### config.mk
export PLATFORM = sky130hd
export DESIGN_NAME = piso_shift_reg
export DESIGN_NICKNAME = d
export VERILOG_FILES = /design/src/rtl/piso_shift_reg_pkg.sv /design/src/rtl/piso_bit_counter.sv /design/src/rtl/piso_shift_reg.sv
export SDC_FILE = /design/constraint.sdc
export NUM_CORES = 1
export LEC_CHECK = 0
export BUFFER_PORTS_ARGS = -buffer_cell sky130_fd_sc_hd__buf_2
export CORE_MARGIN = 1
export CORE_UTILIZATION = 55
export CTS_BUF_LIST = sky130_fd_sc_hd__clkbuf_4 sky130_fd_sc_hd__clkbuf_8
export CTS_CLUSTER_DIAMETER = 150
export DETAILED_ROUTE_END_ITERATION = 6
export PLACE_DENSITY = 0.82
export SLEW_MARGIN = 20
export SYNTH_ARGS = -nofsm -noshare
export SYNTH_HDL_FRONTEND = slang
export SYNTH_SLANG_ARGS = --single-unit
### constraint.sdc
create_clock -name Clk -period 1.75 [get_ports Clk]
set_input_delay 0.175 -clock Clk [delete_from_list [all_inputs] [get_ports Clk]]
set_output_delay 0.175 -clock Clk [all_outputs]
set_load 0.01 [all_outputs]
### src/rtl/piso_shift_reg_pkg.sv
// Shared types and constants for the parallel-in serial-out shifter.
package piso_shift_reg_pkg;

   typedef enum logic {
      S_IDLE  = 1'b0,
      S_SHIFT = 1'b1
   } piso_state_e;

   localparam bit MSB_FIRST_MODE = 1'b1;
   localparam bit LSB_FIRST_MODE = 1'b0;

   // Enough bits to hold 0..dw.
   function automatic int cnt_width(input int dw);
      return $clog2(dw + 1);
   endfunction

endpackage

### src/rtl/piso_bit_counter.sv
// Beat counter: counts 0..DATAWIDTH-1 and wraps; tc_o flags the final beat.
module piso_bit_counter
   import piso_shift_reg_pkg::*;
#(
   parameter int DATAWIDTH = 8,
   parameter int CW        = cnt_width(DATAWIDTH)
) (
   input  logic Clk,
   input  logic Rst,
   input  logic en_i,
   input  logic clr_i,
   output logic tc_o
);

   localparam logic [CW-1:0] LAST = CW'(DATAWIDTH - 1);

   logic [CW-1:0] cnt_q, cnt_d;

   assign tc_o = (cnt_q == LAST);

   always_comb begin
      cnt_d = cnt_q;
      if (clr_i)
         cnt_d = '0;
      else if (en_i)
         cnt_d = tc_o ? '0 : cnt_q + 1'b1;
   end

   always_ff @(posedge Clk) begin
      if (Rst)
         cnt_q <= '0;
      else
         cnt_q <= cnt_d;
   end

endmodule

### src/rtl/piso_shift_reg.sv
// Parallel-in serial-out shift register with valid/ready on both sides and
// gapless reload on the final beat of a word.
module piso_shift_reg
   import piso_shift_reg_pkg::*;
#(
   parameter int DATAWIDTH = 8,
   parameter bit MSB_FIRST = 1'b1
) (
   input  logic                 Clk,
   input  logic                 Rst,
   input  logic [DATAWIDTH-1:0] d,
   input  logic                 load_valid,
   output logic                 load_ready,
   output logic                 sout,
   output logic                 sout_valid,
   input  logic                 sout_ready,
   output logic                 done
);

   piso_state_e          state_q, state_d;
   logic [DATAWIDTH-1:0] shreg_q, shreg_d;
   logic [DATAWIDTH-1:0] shifted;
   logic                 tc, beat, accept;

   piso_bit_counter #(.DATAWIDTH(DATAWIDTH)) u_cnt (
      .Clk   (Clk),
      .Rst   (Rst),
      .en_i  (beat),
      .clr_i (accept),
      .tc_o  (tc)
   );

   assign sout_valid = (state_q == S_SHIFT);
   assign beat       = sout_valid && sout_ready;
   assign done       = beat && tc;
   assign load_ready = (state_q == S_IDLE) || (sout_valid && tc && sout_ready);
   assign accept     = load_valid && load_ready;

   // Zero fill means the register is empty again once a word drains, so sout
   // needs no separate gating in S_IDLE.
   assign sout    = (MSB_FIRST == MSB_FIRST_MODE) ? shreg_q[DATAWIDTH-1] : shreg_q[0];
   assign shifted = (MSB_FIRST == MSB_FIRST_MODE) ? (shreg_q << 1) : (shreg_q >> 1);

   always_comb begin
      state_d = state_q;
      shreg_d = shreg_q;
      if (accept) begin
         state_d = S_SHIFT;
         shreg_d = d;
      end else if (beat) begin
         shreg_d = shifted;
         if (tc)
            state_d = S_IDLE;
      end
   end

   always_ff @(posedge Clk) begin
      if (Rst) begin
         state_q <= S_IDLE;
         shreg_q <= '0;
      end else begin
         state_q <= state_d;
         shreg_q <= shreg_d;
      end
   end

endmodule

==> results of run 1 <==
[registers in the layout, indices dropped and copies added (netlist names)]
signal / count
u_cnt.cnt_q: 4
sout_valid: 1
shreg_q: 8
[area by class of cell]
cell class / instances / area, µm² / share of cell area
timing repair buffer: 20 / 112.6 / 0.1202
clock buffer: 4 / 30.03 / 0.03204
tap: 15 / 18.77 / 0.02003
inverter: 3 / 11.26 / 0.01202
multi-input combinational: 69 / 504.2 / 0.5381
sequential: 13 / 260.3 / 0.2777
[metal layers]
layer | vias up | GRT usage | routed length, µm
li1 | 386 | - | -
met2 | 18 | 0.3911 | 810
met3 | 2 | 0.03333 | 67
met4 | 0 | 0.1000 | 17
met5 | - | 0 | 0
met1 | 362 | 0.3200 | 811
[worst paths after layout]
kind | end | cells after the start
max | done | 5
min | shreg_q[3] | 3
max reg2reg | u_cnt.cnt_q[3] | 4
min reg2reg | shreg_q[7] | 2
[where the power goes]
part | internal (mW) | switching (mW)
Combinational | 0.0577 | 0.0700
Clock | 0.104 | 0.0983
Sequential | 0.315 | 0.0167
[placed cells by master (no fill, tap or decap), types with 2 or more instances in the layout]
master    netlist  routed
a21oi_1         2       2
buf_2           3      15
buf_4           1       5
clkbuf_4        0       4
dfxtp_1        13      13
inv_2           2       2
mux2i_1         7       7
nand2_1         2       2
nand2b_1        2       2
nand3_1         3       3
nand3b_1       15      15
nor2_1          9       9
nor3b_1         2       2
nor4_1          7       7
o32ai_1         7       7
[cell families (layout without fill, tap and decap cells)]
| logic type | Yosys count | count (layout) | synth area share |
|---|---|---|---|
| flops | 13 | 13 | 0.3230 |
| mux | 8 | 8 | 0.1009 |
| xor+xnor | 1 | 1 | 0.01087 |
| buf+inv | 10 | 27 | 0.05590 |
| fa+ha+maj | 1 | 1 | 0.01553 |
| compound gates | 16 | 16 | 0.1584 |
| simple gates | 43 | 43 | 0.3354 |
[synth_stat cells, drive strengths merged]
| master | count | area share |
|---|---|---|
| nor3b | 2 | 0.019 |
| nor2 | 9 | 0.042 |
| a21oi | 2 | 0.012 |
| o32ai | 7 | 0.076 |
| nand3 | 3 | 0.019 |
| a31oi | 1 | 0.0078 |
| mux2i | 7 | 0.087 |
| a221oi | 2 | 0.029 |
| ha | 1 | 0.016 |
| nand2 | 3 | 0.023 |
| buf | 4 | 0.028 |
| nand2b | 2 | 0.016 |
| a31o | 1 | 0.011 |
| o21ai | 2 | 0.012 |
| or3b | 1 | 0.011 |
| nor4 | 7 | 0.054 |
| inv | 3 | 0.014 |
| clkbuf | 3 | 0.014 |
| dfxtp | 13 | 0.32 |
| xor2 | 1 | 0.011 |
| mux2 | 1 | 0.014 |
| nand3b | 15 | 0.14 |
| or4b | 1 | 0.012 |
| a211oi | 1 | 0.0093 |
[metrics by stage]
stage / setup slack [ns] / area [µm²] / instances / hold WS [ns] / util
after floorplan: 0.3344 / 805.8 / 92 / 0.2535 / -
after global placement: 0.3154 / 903.4 / 120 / 0.4893 / 0.6773
after detailed placement: 0.2615 / 903.4 / 120 / 0.5002 / 0.6773
after CTS: 0.02152 / 933.4 / 124 / 0.2155 / 0.6998
after global routing: 0.01237 / 937.1 / 124 / 0.2254 / 0.7026
final: 0.1101 / 937.1 / 124 / 0.2280 / 0.7026
[worst max-delay path: cells and delay by family (launching register included)]
kind          cells  cell delay, ns
fa+ha+maj         1            0.20
flops             1            0.40
buf+inv           2            0.34
simple gates      2            0.26
[what timing repair did]
item | in CTS | in global routing
buffers inserted | 0 | 0
endpoints found under the setup margin | 0 | 1
hold buffers | 0 | 0
hold endpoints to repair | 0 | 0
gates resized for setup | 0 | 1
==> metrics.md, run 1 <==
| Metric | Value |
|---|---|
| Worst slew margin | 0.7658 |
| Leak Pwr | 0.4000 nW |
| Die height | 40.28 µm |
| Sequential fraction of the synthesis area | 0.3230 |
| Mean routed wirelength per cell | 13.76 µm |
| Worst path cell trace | ha_1 -> nand3b_1 -> buf_4 -> nor2_1 -> buf_2 |
| Critical path's largest stage delay | 0.40 ns |
| CTS tree | done |
| Largest net degree at the start of global routing | 17 |
| Total power | 0.6615 mW |
| Diodes inserted | 0 |
| Mapped Cells | 92 |
| Final nets | 123 |
| Critical Path RT | 1.57 ns |
| Initial detailed-routing violation count | 11 |
| # setup viols final | 0 |
| Max VDD drop | 395.1 µV |
| Routed Antenna Nets | 0 |
| Die X | 40.28 µm |
| Overflow after GRT | 0 |
| Root Buffer | clkbuf_4 |
| Tmin final | 1.640 ns |
| Total GRT Usage | 0.2420 |
| Clock transition at path regs | 0.09 ns |
| First-pass GRT wire length | 2649 µm |
| Vias per cell | 6.194 |
| H-tree levels | 1 |
| Slew Limit Fails | 0 |
| Outcome | finished clean |
| Cts bufs inserted | 3 |
| I/O pins | 16 |
| Filler cells | 112 |
| Clock Latency Late Sink | 0.27 ns |
| Maximum achievable frequency | 609.8 MHz |
| Worst hold path type | input port to register |
| HP Start | d[3] |
| Starting Density | 0.6041 |
| CORE AREA | 1334 µm² |
| CP max-delay cell | dfxtp_1 |
| Routability cong. | 0.7897 |
| Power density cells | 705.8 nW/µm² |
| Die Area | 1622 µm² |
| Reg2reg setup slack | 0.22 ns |
| DRC violations left | 0 |
| Vias | 768 |
| Area growth from synthesis to layout | 16.30% |
| CP Max Fanout | 5 |
| Num rows | 13 |
| Flops & latches, synth | 13 |
| Port bufs | 15 |
| Worst reg2reg startpoint | u_cnt.cnt_q[0] |
| Arrival time of the worst setup path | 1.46 ns |
| DR pass1 iterations | 4 |
| Vias in the first global route | 626 |
| Final TNS setup | 0 ns |
| Layout cells sized above 1 | 0.2752 |
| Final wirelength | 1706 µm |
| Critical Path Start Type | register |
| Critical Path End Type | output pin |
| Syn nets | 105 |
| Dpl hpwl | 1253 µm |
| CP startpoint | u_cnt.cnt_q[0] |
| Tcrit/Tclk final | 0.9371 |
| Worst-margin pin slew | 0.3509 ns |
| Maxcap violations | 0 |
| Synth unique cells | 28 |
| Mean Syn Cell Area | 8.758 µm² |
| Syn. warnings | 0 |
| Worst setup path category | register to output pin |
| Synthesized area | 805.8 µm² |
| Num Clock Sinks | 13 |
| Fin. Hold Viols | 0 |
| Initial antenna violation count | 0 |
| RSZ-0062 raised after global routing | false |
| CTS Buffer Depth | 2 |
| Clock Skews | 0.005618 ns |
Power figures use the tool's default switching activity.
==> inputs of run 2 (changes only) <==
- CORE_AREA: default -> 2 2 39 41
- CORE_MARGIN: 1 -> default
- CORE_UTILIZATION: 55 -> default
- DIE_AREA: default -> 0 0 41 43
- PLACE_DENSITY: 0.82 -> 0.78
- SYNTH_HIERARCHICAL: default -> 1
==> run 2 against run 1 <==
  * Sequential cell count stayed put
  * Clock skew decreased by 0.0035 ns
  * Combinational power is 13% lower
  * Count of clock-buffer cells in the layout unchanged
  * Synthesized cell count shrank 29%
  * Clock power hardly changed
  * Total power shrank 3.8%
  * Design area is 14% lower
  * Worst setup slack better by 0.010 ns
  * Via count down 29%
  * Die area up 8.7%
  * Non-clock buffer count fell by 3
  * Largest power group unchanged
  * Highest routed layer unchanged
==> metrics.md, run 2 <==
| Metric | Value |
|---|---|
| Largest Register | shreg_q |
| Clock transition at path regs | 0.08 ns (about the same) |
| Num rows | 14 (+1) |
| Largest net degree at the start of global routing | 13 (-4) |
| Synth unique cells | 22 (-21%) |
| Synth area leaders | dfxtp_1 (39%), a221oi_2 (16%), mux2i_1 (13%) |
| Pint | 0.4708 mW (-1.2%) |
| Diodes inserted | 0 (unchanged) |
| Area share of the largest cell type after synthesis | 0.3852 (+0.06220) |
| Final wirelength | 1138 µm (-33%) |
| Slew Limit Fails | 0 (unchanged) |
| Area growth from synthesis to layout | 19.81% |
| Most numerous cell in the Yosys netlist | dfxtp_1 |
| Port bufs | 15 (unchanged) |
| Most frequent cells in the layout | buf_2 (15), nor2_1 (11), dfxtp_1 (11) |
| Cts bufs inserted | 3 (unchanged) |
| Arrival time of the worst setup path | 1.45 ns (about the same) |
| Tcrit/Tclk final | 0.9311 (-0.005942) |
| Layout cells sized above 1 | 0.4405 (+0.1652) |
| Max reg flops | 8 (unchanged) |
| CTS tree | done |
| Tmin final | 1.630 ns (-0.01040 ns) |
| Synthesized area | 675.6 µm² (-16%) |
| # setup viols final | 0 (unchanged) |
| CTS Buffer Depth | 2 (unchanged) |
| Worst reg2reg startpoint | u_cnt/cnt_q[0] |
| Fin. Hold Viols | 0 (unchanged) |
| Syn. warnings | 6 (+6) |
| Flops & latches, synth | 13 (unchanged) |
| RSZ-0062 raised after global routing | false |
| Hold buffers post-CTS | 0 (unchanged) |
| Sw frac | 0.2599 (-0.01984) |
| Register area | 262.8 µm² (+0.96%) |
| Total GRT Usage | 0.1728 (-0.06921) |
| Vias in the first global route | 498 (-20%) |
| Filler cells | 116 (+3.6%) |
| Routability cong. | 0.7290 (-7.7%) |
| HP Start | d[1] |
| CORE AREA | 1384 µm² (+3.8%) |
| I/O pins | 16 (unchanged) |
| Root Buffer | clkbuf_4 |
| Clock Latency Late Sink | 0.28 ns (about the same) |
| Reg2reg setup slack | 0.16 ns (-0.06 ns) |
| Number of synthesized flops with an enable pin | 0 (unchanged) |
| Initial detailed-routing violation count | 5 (-6) |
| Mapped Cells | 65 (-29%) |
| Routed Antenna Nets | 0 (unchanged) |
| Critical Path RT | 1.57 ns (about the same) |
| Post-Place Setup Slack | 0.1849 ns (-0.07661 ns) |
| Power density cells | 785.8 nW/µm² (+11%) |
| Vias | 543 (-29%) |
| Syn nets | 78 (-26%) |
| Sequential fraction of the synthesis area | 0.3852 (+0.06220) |
| Final nets | 98 (-20%) |
| Vias per cell | 5.430 (-12%) |
| Mean routed wirelength per cell | 11.38 µm (-17%) |
| Worst slew margin | 0.8110 (+0.04523) |
| Post-synth top cells | dfxtp_1 (13), nor2_1 (12), mux2i_1 (9) |
| Overflow after GRT | 0 (unchanged) |
| First-pass GRT wire length | 2028 µm (-23%) |
| Dpl hpwl | 870.4 µm (-31%) |
| Die height | 43 µm (+6.8%) |
| H-tree levels | 1 (unchanged) |
| Post-synth top area cell | dfxtp_1 |
| CP startpoint | u_cnt/cnt_q[0] |
| DR pass1 iterations | 4 (unchanged) |
| Critical Path End Type | output pin |
| Seq pwr share | 0.509 (+0.007) |
| DRC violations left | 0 (unchanged) |
| Multi-input gate area | 387.9 µm² (-23%) |
| Die X | 41 µm (+1.8%) |
| Clk pwr share | 0.316 (+0.011) |
| Starting Density | 0.4882 (-0.1159) |
| Predominant post-synthesis flop cell | dfxtp_1 |
| Clock Skews | 0.002153 ns (-0.003464 ns) |
| Leak Pwr | 0.3739 nW (-6.5%) |
| Most common cell after layout, fill and taps aside | buf_2 |
| Max VDD drop | 549.1 µV (+39%) |
| Maxcap violations | 0 (unchanged) |
| Fraction of registers with async set/reset | 0 (unchanged) |
| Logic gate share of total power | 0.174 (-0.019) |
| Final TNS setup | 0 ns (unchanged) |
| Initial antenna violation count | 0 (unchanged) |
| Worst setup path category | register to output pin |
| Final setup margin | 0.1205 ns (+0.01040 ns) |
| CP Max Fanout | 9 (+4) |
| Switching power of the nets | 0.1653 mW (-11%) |
| Worst-margin pin slew | 0.2835 ns (-0.06737 ns) |
| Mean Syn Cell Area | 10.39 µm² (+19%) |
| Maximum achievable frequency | 613.7 MHz (+0.64%) |
| Outcome | finished clean |
| Critical Path Start Type | register |
| Die Area | 1763 µm² (+8.7%) |
| Worst hold path type | input port to register |
| Num Clock Sinks | 13 (unchanged) |
-- run 2: worst max-delay path, cell delays in order, from the launching register on --
cell and delay (ns):
dfxtp_2 0.35, ha_1 0.18, inv_1 0.06, nor2_2 0.13, a21bo_2 0.16, buf_6 0.15, buf_2 0.14
-- run 2: path summary, 6_finish.rpt --
path | endpoint | cells after the start
min reg2reg | u_cnt/cnt_q[3] | 2
max | load_ready | 6
min | shreg_q[1] | 3
max reg2reg | u_cnt/cnt_q[0] | 10
-- run 2: layout make-up --
cell class	instances	area share
multi-input combinational	46	0.4791
sequential	13	0.3246
timing repair buffer	17	0.1159
clock buffer	4	0.03709
tap	16	0.02473
inverter	4	0.01855
-- run 2: power by group through the flow --
stage,registers [mW],logic [mW],clock network (mW)
2_1_floorplan,0.331,0.0774,0
3_3_place_gp,0.331,0.107,0
3_5_place_dp,0.331,0.108,0
4_1_cts,0.324,0.112,0.212
5_1_grt,0.327,0.122,0.224
6_report,0.324,0.111,0.201
-- run 2: metal layers --
layer / global-route usage / share of wire / vias to the layer above
met5: 0 / 0 / -
met4: 0.1400 / 0.039 / 0
met3: 0.03141 / 0.033 / 5
met2: 0.2500 / 0.51 / 14
met1: 0.2107 / 0.41 / 250
li1: - / - / 274
-- run 2: repair_timing --
| action | in CTS | in global routing |
|---|---|---|
| resized for setup | 2 | 3 |
| setup buffers | 1 | 0 |
| pin swaps | 1 | 0 |
| cloned | 0 | 0 |
| endpoints found under the setup margin | 1 | 3 |
-- run 2: through the flow --
step / cells / hold slack, ns / total power, mW / util / instance area [µm²]
global route: 100 / 0.2060 / 0.6727 / 0.5850 / 809.5
detailed placement: 95 / 0.4991 / 0.4394 / 0.5515 / 763.2
finish: 100 / 0.2078 / 0.6361 / 0.5850 / 809.5
CTS: 100 / 0.2009 / 0.6484 / 0.5814 / 804.5
global placement: 95 / 0.4947 / 0.4374 / 0.5515 / 763.2
floorplan: 65 / 0.2459 / 0.4082 / - / 675.6
-- run 2: kinds of logic after synthesis --
family,count (synthesis),synth area share
simple gates,22,0.1778
buf+inv,6,0.04443
mux,9,0.1333
flops,13,0.3852
compound gates,11,0.2018
xor+xnor,3,0.03890
fa+ha+maj,1,0.01852
==> inputs of run 3 (changes only) <==
- PLACE_DENSITY: 0.78 -> 0.84
- SLEW_MARGIN: 20 -> default
==> run 3 against run 2 <==
  * Non-clock buffer count unchanged
  * Count of clock-buffer cells in the layout did not move
  * Final cell count unchanged
  * Utilization unchanged
  * First-iteration DRC count increased by 40%
  * Clock power up 3%
  * Worst setup slack lost 0.0068 ns
  * Critical endpoint unchanged
  * Highest routed layer unchanged
==> metrics.md, run 3 (synthesized netlist as in run 2, its figures left out) <==
| Metric | Value |
|---|---|
| Clock Skews | 0.001104 ns (-0.001049 ns) |
| CORE AREA | 1384 µm² (unchanged) |
| Reg2reg path depth | 10 (unchanged) |
| Die Area | 1763 µm² (unchanged) |
| Mean routed wirelength per cell | 12.94 µm (+14%) |
| Critical Path End Type | output pin |
| Layout cells sized above 1 | 0.4405 (unchanged) |
| CP Max Fanout | 9 (unchanged) |
| I/O pins | 16 (unchanged) |
| Initial detailed-routing violation count | 7 (+2) |
| Tmin final | 1.636 ns (+0.006814 ns) |
| Most common cell after layout, fill and taps aside | buf_2 |
| Critical Path Start Type | register |
| Seq pwr share | 0.502 (-0.007) |
| Area growth from synthesis to layout | 19.81% (unchanged) |
| Power density cells | 798.1 nW/µm² (+1.6%) |
| Maximum achievable frequency | 611.1 MHz (-0.42%) |
| Reg2reg setup slack | 0.14 ns (-0.02 ns) |
| Sw frac | 0.2712 (+0.01128) |
| Largest net degree at the start of global routing | 13 (unchanged) |
| Vias | 537 (-1.1%) |
| CTS tree | done |
| Worst Hold Depth | 3 (unchanged) |
| Arrival time of the worst setup path | 1.46 ns (about the same) |
| Switching power of the nets | 0.1752 mW (+6.0%) |
| Worst slew margin | 0.7944 (-0.01662) |
| Routability cong. | 0.7412 (+1.7%) |
| HP Start | d[6] |
| DR pass1 iterations | 4 (unchanged) |
| Critical Path RT | 1.57 ns (about the same) |
| Worst setup path category | register to output pin |
| Initial antenna violation count | 0 (unchanged) |
| Overflow after GRT | 0 (unchanged) |
| Post-route cell area | 809.5 µm² (unchanged) |
| Worst hold path type | input port to register |
| Placed Area | 763.2 µm² (unchanged) |
| Clock Latency Late Sink | 0.28 ns (about the same) |
| DRC violations left | 0 (unchanged) |
| Pint | 0.4709 mW (about the same) |
| WHS Endpoint | shreg_q[6] |
| Tcrit/Tclk final | 0.9350 (+0.003894) |
| Die X | 41 µm (unchanged) |
| WHS | 0.2079 ns (+0.00008800 ns) |
| Root Buffer | clkbuf_4 |
| RSZ-0062 raised after global routing | false |
| H-tree levels | 1 (unchanged) |
| Reg-to-Reg End | u_cnt/cnt_q[0] |
| Post-layout instance count excluding filler cells | 100 (unchanged) |
| Starting Density | 0.4882 (unchanged) |
| Worst-margin pin slew | 0.3084 ns (+0.02492 ns) |
| Dpl hpwl | 954 µm (+9.6%) |
| Max reg flops | 8 (unchanged) |
| Routed Antenna Nets | 0 (unchanged) |
| Final TNS setup | 0 ns (unchanged) |
| Port bufs | 15 (unchanged) |
| Diodes inserted | 0 (unchanged) |
| Die height | 43 µm (unchanged) |
| # setup viols final | 0 (unchanged) |
| Cell count after placement | 95 (unchanged) |
| Num rows | 14 (unchanged) |
| Fin. Hold Viols | 0 (unchanged) |
| Maxcap violations | 0 (unchanged) |
| Most frequent cells in the layout | buf_2 (15), nor2_1 (11), dfxtp_1 (11) |
| Clk pwr share | 0.321 (+0.005) |
| Total GRT Usage | 0.1789 (+0.006098) |
| Worst reg2reg startpoint | u_cnt/cnt_q[0] |
| Leak Pwr | 0.3739 nW (unchanged) |
| Clock transition at path regs | 0.08 ns (about the same) |
| Largest Register | shreg_q |
| Final nets | 98 (unchanged) |
| Final wirelength | 1294 µm (+14%) |
| Num Clock Sinks | 13 (unchanged) |
| Logic gate share of total power | 0.176 (+0.002) |
| First-pass GRT wire length | 2097 µm (+3.4%) |
| Cts bufs inserted | 3 (unchanged) |
| Outcome | finished clean |
| Slew Limit Fails | 0 (unchanged) |
| CTS Buffer Depth | 2 (unchanged) |
| Vias in the first global route | 523 (+5.0%) |
| Vias per cell | 5.370 (-1.1%) |
| Max VDD drop | 577.8 µV (+5.2%) |
run 3: cell counts in the layout (fill, tap and decap cells not counted):
Identical to the previous run, type by type.
run 3: critical path, stage by stage (launching register included):
cell     delay (ns)
dfxtp_2        0.34
ha_1           0.21
inv_1          0.08
nor2_2         0.05
a21bo_2        0.22
buf_6          0.15
buf_2          0.14
run 3: metrics by stage:
stage          power (mW)  setup WS [ns]  utilization
2_1_floorplan      0.4082         0.2743            -
3_3_place_gp       0.4371         0.2360       0.5515
3_5_place_dp       0.4413         0.1518       0.5515
4_1_cts            0.6477        0.03704       0.5805
5_1_grt            0.6722       0.005493       0.5850
6_report           0.6461         0.1137       0.5850
run 3: area by class of cell:
type / count / area (µm²)
clock buffer: 4 / 30.03
fill: 117 / 574.3
inverter: 4 / 15.01
multi-input combinational: 46 / 387.9
sequential: 13 / 262.8
tap: 16 / 20.02
timing repair buffer: 17 / 93.84
run 3: power groups by stage:
stage / registers (mW) / clock network [mW] / logic [mW]
2_1_floorplan: 0.331 / 0 / 0.0774
3_3_place_gp: 0.331 / 0 / 0.106
3_5_place_dp: 0.331 / 0 / 0.110
4_1_cts: 0.324 / 0.210 / 0.113
5_1_grt: 0.327 / 0.222 / 0.123
6_report: 0.324 / 0.208 / 0.114
run 3: metal layers:
metal | vias to the layer above | routed length (µm) | global-route usage
met5 | - | 0 | 0
met4 | 0 | 14 | 0.1200
met3 | 2 | 44 | 0.03141
met2 | 12 | 694 | 0.2844
met1 | 249 | 541 | 0.2040
li1 | 274 | - | -
run 3: how the worst max path moves through the flow:
stage                              start             end  depth (start not counted)
after floorplan           u_cnt/cnt_q[0]  u_cnt/cnt_q[0]                         10
after global placement    u_cnt/cnt_q[0]  u_cnt/cnt_q[0]                          9
after detailed placement  u_cnt/cnt_q[0]  u_cnt/cnt_q[3]                          9
after CTS                 u_cnt/cnt_q[0]      load_ready                          6
after global routing      u_cnt/cnt_q[0]      load_ready                          6
final                     u_cnt/cnt_q[0]      load_ready                          6
run 3: repair_timing:
item | 4_1_cts | 5_1_grt
gates resized for setup | 2 | 3
buffers inserted | 1 | 0
hold buffers | 0 | 0
pin swaps | 1 | 0
endpoints found under the hold margin | 0 | 0
setup endpoints to repair | 1 | 1
